### src/rtl/lzw_seq_ctrl.sv
// lzw_seq_ctrl: sequencer for the LZW path (code-RAM init, byte input, flush, output drain).
// Optional macro LZW_RX_FIFO_EN replaces the single input holding register with a 4-entry FIFO.
module lzw_seq_ctrl #(
  parameter logic [7:0] EOF_CODE   = 8'h0D,
  parameter int         MAX_BYTES  = 4096,
  parameter int         SETTLE_CYC = 10,
  parameter int         DRAIN_CYC  = 20
) (
  input  logic        clk,
  input  logic        rst,
  output logic        init_cr,
  input  logic        done_cr,
  input  logic        rx_valid,
  input  logic [7:0]  rx_data,
  output logic        lzw_valid,
  output logic [7:0]  lzw_data,
  input  logic        lzw_ready,
  output logic        lzw_flush,
  input  logic        lzw_done,
  input  logic        out_busy,
  output logic        lzw_active,
  output logic        final_done,
  output logic [12:0] byte_cnt,
  output logic        ovf_err
);
  typedef enum logic [2:0] {
    IDLE = 3'd0, INIT = 3'd1, SETTLE = 3'd2, RUN = 3'd3,
    FLUSH = 3'd4, WAIT_LZW = 3'd5, DRAIN = 3'd6, DONE = 3'd7
  } state_t;

  localparam logic [12:0] LAST_CNT    = 13'(MAX_BYTES - 1);
  localparam logic [15:0] SETTLE_LAST = 16'(SETTLE_CYC - 1);
  localparam logic [15:0] DRAIN_LAST  = 16'(DRAIN_CYC - 1);

  state_t      state_r;
  logic [15:0] cyc_r;
  logic        eof_seen_r;
  logic        rx_run_s;
  logic        is_eof_s;
  logic        hs_s;
  logic        limit_s;
  logic        drop_s;
  logic        eof_done_s;

`ifdef LZW_RX_FIFO_EN
  // Entry bit 8 marks a queued EOF; it never drives lzw_valid.
  logic [8:0] fifo_r [4];
  logic [1:0] rd_r;
  logic [1:0] wr_r;
  logic [2:0] fcnt_r;
  logic [8:0] head_s;
  logic       eof_head_s;
  logic       pop_s;
  logic       wr_s;

  assign head_s     = fifo_r[rd_r];
  assign eof_head_s = (fcnt_r != 3'd0) && head_s[8];
  assign lzw_valid  = (fcnt_r != 3'd0) && !head_s[8];
  assign lzw_data   = head_s[7:0];
`else
  logic       full_r;
  logic [7:0] data_r;
  logic       load_s;

  assign lzw_valid = full_r;
  assign lzw_data  = data_r;
`endif

  // Input acceptance, handshake and end-of-input decode
  always_comb begin
    rx_run_s = (state_r == RUN) && rx_valid && !eof_seen_r;
    is_eof_s = (rx_data == EOF_CODE);
    hs_s     = lzw_valid && lzw_ready;
    limit_s  = hs_s && (byte_cnt == LAST_CNT);
`ifdef LZW_RX_FIFO_EN
    pop_s      = hs_s || eof_head_s;
    wr_s       = rx_run_s && ((fcnt_r != 3'd4) || pop_s);
    drop_s     = rx_run_s && !wr_s;
    eof_done_s = eof_head_s;
`else
    load_s     = rx_run_s && !is_eof_s && (!full_r || hs_s);
    drop_s     = rx_run_s && !is_eof_s && full_r && !hs_s;
    // EOF ends input only once the holding register will be empty next cycle
    eof_done_s = (eof_seen_r || (rx_run_s && is_eof_s)) && !load_s && !(full_r && !hs_s);
`endif
  end

  // Sequencer state, input storage and registered status outputs
  always_ff @(posedge clk or negedge rst) begin
    if (!rst) begin
      state_r    <= IDLE;
      cyc_r      <= 16'd0;
      eof_seen_r <= 1'b0;
      init_cr    <= 1'b0;
      lzw_flush  <= 1'b0;
      lzw_active <= 1'b0;
      final_done <= 1'b0;
      byte_cnt   <= 13'd0;
      ovf_err    <= 1'b0;
`ifdef LZW_RX_FIFO_EN
      for (int i = 0; i < 4; i++) fifo_r[i] <= 9'd0;
      rd_r   <= 2'd0;
      wr_r   <= 2'd0;
      fcnt_r <= 3'd0;
`else
      full_r <= 1'b0;
      data_r <= 8'd0;
`endif
    end else begin
      case (state_r)
        IDLE: begin
          state_r <= INIT;
          init_cr <= 1'b1;
        end
        INIT: begin
          if (rx_valid) ovf_err <= 1'b1;
          if (done_cr) begin
            state_r <= SETTLE;
            init_cr <= 1'b0;
            cyc_r   <= 16'd0;
          end
        end
        SETTLE: begin
          if (rx_valid) ovf_err <= 1'b1;
          if (cyc_r == SETTLE_LAST) begin
            state_r    <= RUN;
            lzw_active <= 1'b1;
          end else begin
            cyc_r <= cyc_r + 16'd1;
          end
        end
        RUN: begin
          if (hs_s && (byte_cnt != 13'h1FFF)) byte_cnt <= byte_cnt + 13'd1;
          if (drop_s) ovf_err <= 1'b1;
`ifdef LZW_RX_FIFO_EN
          if (wr_s && is_eof_s) eof_seen_r <= 1'b1;
          if (wr_s) begin
            fifo_r[wr_r] <= {is_eof_s, rx_data};
            wr_r         <= wr_r + 2'd1;
          end
          if (pop_s) rd_r <= rd_r + 2'd1;
          fcnt_r <= fcnt_r + {2'b00, wr_s} - {2'b00, pop_s};
`else
          if (rx_run_s && is_eof_s) eof_seen_r <= 1'b1;
          if (load_s) begin
            full_r <= 1'b1;
            data_r <= rx_data;
          end else if (hs_s) begin
            full_r <= 1'b0;
          end
`endif
          // Size limit and EOF share one exit so they yield a single flush pulse
          if (limit_s || eof_done_s) begin
            state_r    <= FLUSH;
            lzw_flush  <= 1'b1;
            lzw_active <= 1'b0;
`ifdef LZW_RX_FIFO_EN
            rd_r   <= 2'd0;
            wr_r   <= 2'd0;
            fcnt_r <= 3'd0;
`else
            full_r <= 1'b0;
`endif
          end
        end
        FLUSH: begin
          lzw_flush <= 1'b0;
          state_r   <= WAIT_LZW;
        end
        WAIT_LZW: begin
          if (lzw_done) begin
            state_r <= DRAIN;
            cyc_r   <= 16'd0;
          end
        end
        DRAIN: begin
          if (out_busy) begin
            cyc_r <= 16'd0;
          end else if (cyc_r == DRAIN_LAST) begin
            state_r    <= DONE;
            final_done <= 1'b1;
          end else begin
            cyc_r <= cyc_r + 16'd1;
          end
        end
        DONE: begin
          final_done <= 1'b1;
        end
        default: begin
          state_r <= IDLE;
        end
      endcase
    end
  end

endmodule

### config.mk
export PLATFORM = sky130hd
export DESIGN_NAME = lzw_seq_ctrl
export DESIGN_NICKNAME = d
export VERILOG_FILES = /design/src/rtl/lzw_seq_ctrl.sv
export SDC_FILE = /design/constraint.sdc
export NUM_CORES = 1
export LEC_CHECK = 0
export ABC_AREA = 1
export CAP_MARGIN = 40
export CORE_MARGIN = 1.5
export CORE_UTILIZATION = 45
export DETAILED_ROUTE_END_ITERATION = 8
export DONT_BUFFER_PORTS = 1
export GPL_TIMING_DRIVEN = 1
export PLACE_DENSITY = 0.56
export SLEW_MARGIN = 20
export SYNTH_ARGS = -nofsm -noshare
export SYNTH_HDL_FRONTEND = slang
export SYNTH_SLANG_ARGS = --single-unit
### constraint.sdc
create_clock -name clk -period 1.9 [get_ports clk]
set_input_delay 0.38 -clock clk [delete_from_list [all_inputs] [get_ports clk]]
set_output_delay 0.38 -clock clk [all_outputs]
set_load 0.03 [all_outputs]
==> flow_summary.yaml <==
drt:
  vias: 2415
  wire_per_inst_microns: 13.4
  drt_wl_total_microns: 6310
  drt-pass1-iter-count: 4
  route.detailed.drc: 0
  drtIter0Drc: 119
  viasPerCell: 5.12
  ant_nets: 0
global_routing:
  grt_max_degree: 48
  grt_use_total_pct: 20.8
  grt-ovfl-total: 0
  antenna_found_initial: 0
  grt_pass1_vias: 2268
  grt_pass1_wl_microns: 10700
logic_synthesis:
  syn_inst: 379
  synth-async-reset-ratio_pct: 100
  synth_edf_count: 0
  ys_ff_latch: 47
  yosysSeqAreaShare_pct: 41.6
  synth_area_per_cell_sq_um: 7.46
  ys.flop_type: "dfrtp_1"
  syn-cell-area_sq_mm: 0.00283
  synth_nets: 397
  yosys.cell_types.count: 38
  ys_warn_count: 0
floorplan:
  die_h_microns: 82.3
  ios: 42
  coreArea_sq_mm: 0.00599
  rows: 28
  start_util_pct: 47.2
  dieArea_sq_mm: 0.00677
  die_x_microns: 82.3
clock_tree:
  cts_resized: 0
  htreeDepth: 2
  clk_pin_slew_ns: 0.09
  clkLatencyLatePin_ns: 0.31
  cts_root_buf: "clkbuf_8"
  clock_path_buffers: 2
  cts_buffers: 5
  post_cts_buffers: 0
  clkSinkCount: 47
  cts_tree: "done"
final_layout:
  fillers: 627
  num-nets-final: 414
  diodes: 0
  area_growth_pct: 10.7
  drive_above_1_share_pct: 13.1
worst_setup_path:
  crit_type: "flop to flop"
  arrival_ns: 1.88
  crit_path_end_kind: "flop"
  cp-start-kind: "flop"
  r2r_start: "byte_cnt[0]"
  worstPathRequired_ns: 2.10
  crit_start: "byte_cnt[0]"
  worstPathMaxFanout: 4
sta:
  min_period_over_period_pct: 88.4
  rsz0062_at_grt: "no"
  min_period_ns: 1.68
  maxSlewHeadroom_pct: 65.0
  fin_tns_setup_ns: 0
  fin_skew_ns: 0.00645
  fmax_mhz: 596
  final_hold_viol_count: 0
  hold_ws_ns: 0.195
  worstMarginPinSlew_ns: 0.521
  maxSlewViolCount: 0
  setup_viol: 0
  fin_ws_ns: 0.221
power:
  p_comb_share_pct: 30.0
  p_clk_share_pct: 24.4
  power.switching_mw: 1.09
  peakVddDrop_uv: 1230
  p_int_mw: 1.72
  seq_power_share_pct: 45.7
  p_leak_nw: 1.54
  power_density_mw_per_mm2: 898
  switching_share_pct: 38.7
placement:
  port_buffers: 0
  pre_cts_slack_ns: 0.239
  dp_hpwl_microns: 4580
  gp_congestion: 0.834
worst_hold_path:
  worstHoldPathType: "primary input to flop"
  hold_start: "rx_data[7]"
run_status:
  status: "completed"
flow_run:
  cap_violations: 0
state kept, by name, summed over array words and instances (netlist names):
signal	count
byte_cnt	13
lzw_data	8
lzw_flush	1
eof_seen_r	1
lzw_active	1
lzw_valid	1
state_r	3
ovf_err	1
init_cr	1
cyc_r	16
final_done	1
cells in the mapped netlist (2+ instances only):
library cell | instances | area (sq um)
a21o_1 | 2 | 15.0
a21oi_1 | 4 | 20.0
a31o_2 | 2 | 17.5
buf_2 | 2 | 10.0
buf_4 | 2 | 15.0
buf_6 | 5 | 56.3
clkbuf_1 | 2 | 7.51
dfrtp_1 | 47 | 1180
ha_1 | 3 | 37.5
inv_1 | 43 | 161
inv_2 | 2 | 7.51
nand2_1 | 122 | 458
nand3_1 | 21 | 105
nand3_2 | 6 | 60.1
nand4_1 | 6 | 37.5
nor2_1 | 39 | 146
nor2_2 | 4 | 25.0
nor3_1 | 5 | 25.0
o2111ai_1 | 11 | 96.3
o211ai_1 | 3 | 22.5
o21ai_0 | 13 | 65.1
o21ai_1 | 8 | 40.0
o21ai_2 | 2 | 17.5
or2_2 | 4 | 25.0
xnor2_1 | 3 | 26.3
xor2_1 | 6 | 52.6
stage by stage:
step	total power [mW]	cell area (sq um)	util, %	std cells
2_1_floorplan	1.98	2830	-	379
3_3_place_gp	2.12	2990	49.9	462
3_5_place_dp	2.12	2990	49.9	462
4_1_cts	2.85	3130	52.2	472
5_1_grt	3.01	3130	52.2	472
6_report	2.81	3130	52.2	472
logic make-up after synthesis:
group                      share of synthesized area [%]
adders and majority gates                           1.33
and+or+nand+nor                                     32.5
AOI/OAI and AO/OA                                   12.1
buffers and inverters                               9.11
DFF                                                 41.6
xor gates and xnor gates                            3.36
worst paths after layout:
path                                to  slack (ns)  cells after the start
min in group asynchronous    cyc_r[10]        0.58                      2
max reg2reg                 state_r[1]        0.22                      8
max in group asynchronous    lzw_valid        1.10                      2
min reg2reg                 eof_seen_r        0.54                      2
max                         state_r[1]        0.22                      8
min                        lzw_data[7]        0.20                      2
final cells by class:
class | instances | area, sq um | share of cell area, %
clock buffers | 7 | 96.3 | 3.08
clock inverters | 1 | 7.51 | 0.240
inverters | 45 | 169 | 5.40
multi-input cells | 276 | 1390 | 44.5
flip-flops and latches | 47 | 1180 | 37.6
well taps | 75 | 93.8 | 3.00
repair buffers | 21 | 193 | 6.16
cells in the final DEF, fill, tap and decap left out, types with 3 or more instances in the layout:
master	instances
xor2_1	6
clkbuf_8	7
nor2_2	4
buf_4	18
nand3_2	6
nand4_1	6
nor2_1	39
o21ai_1	8
ha_1	3
o2111ai_1	11
nor3_1	5
nand3_1	21
or2_2	4
xnor2_1	3
o21ai_0	13
dfrtp_1	47
inv_1	43
nand2_1	122
o211ai_1	3
a21oi_1	4
routing by layer:
metal | GRT usage [%] | part of all wire [%]
met1 | 28.7 | 48
met2 | 32.8 | 46
met3 | 4.62 | 4.8
met4 | 5.25 | 1.0
met5 | 0 | 0
repair_timing:
| action | CTS | global route |
|---|---|---|
| endpoints found under the setup margin | 0 | 0 |
| endpoints found under the hold margin | 47 | 0 |
| hold buffers | 2 | 0 |
worst max-delay path, cell delays in order, from the launching register on:
cell	delay, ns
dfrtp_1	0.36
ha_1	0.19
nand2_1	0.10
nor3_1	0.31
nand4_1	0.21
nand3_1	0.21
nand2_1	0.09
nand2_1	0.06
nand2_1	0.05
power by group through the flow:
stage	logic (mW)	clock network, mW	registers (mW)
after floorplan	0.747	0	1.23
after global placement	0.822	0	1.30
after detailed placement	0.823	0	1.30
after CTS	0.856	0.713	1.28
after global routing	0.956	0.759	1.30
final	0.842	0.684	1.28
(Power assumes the default switching activity.)
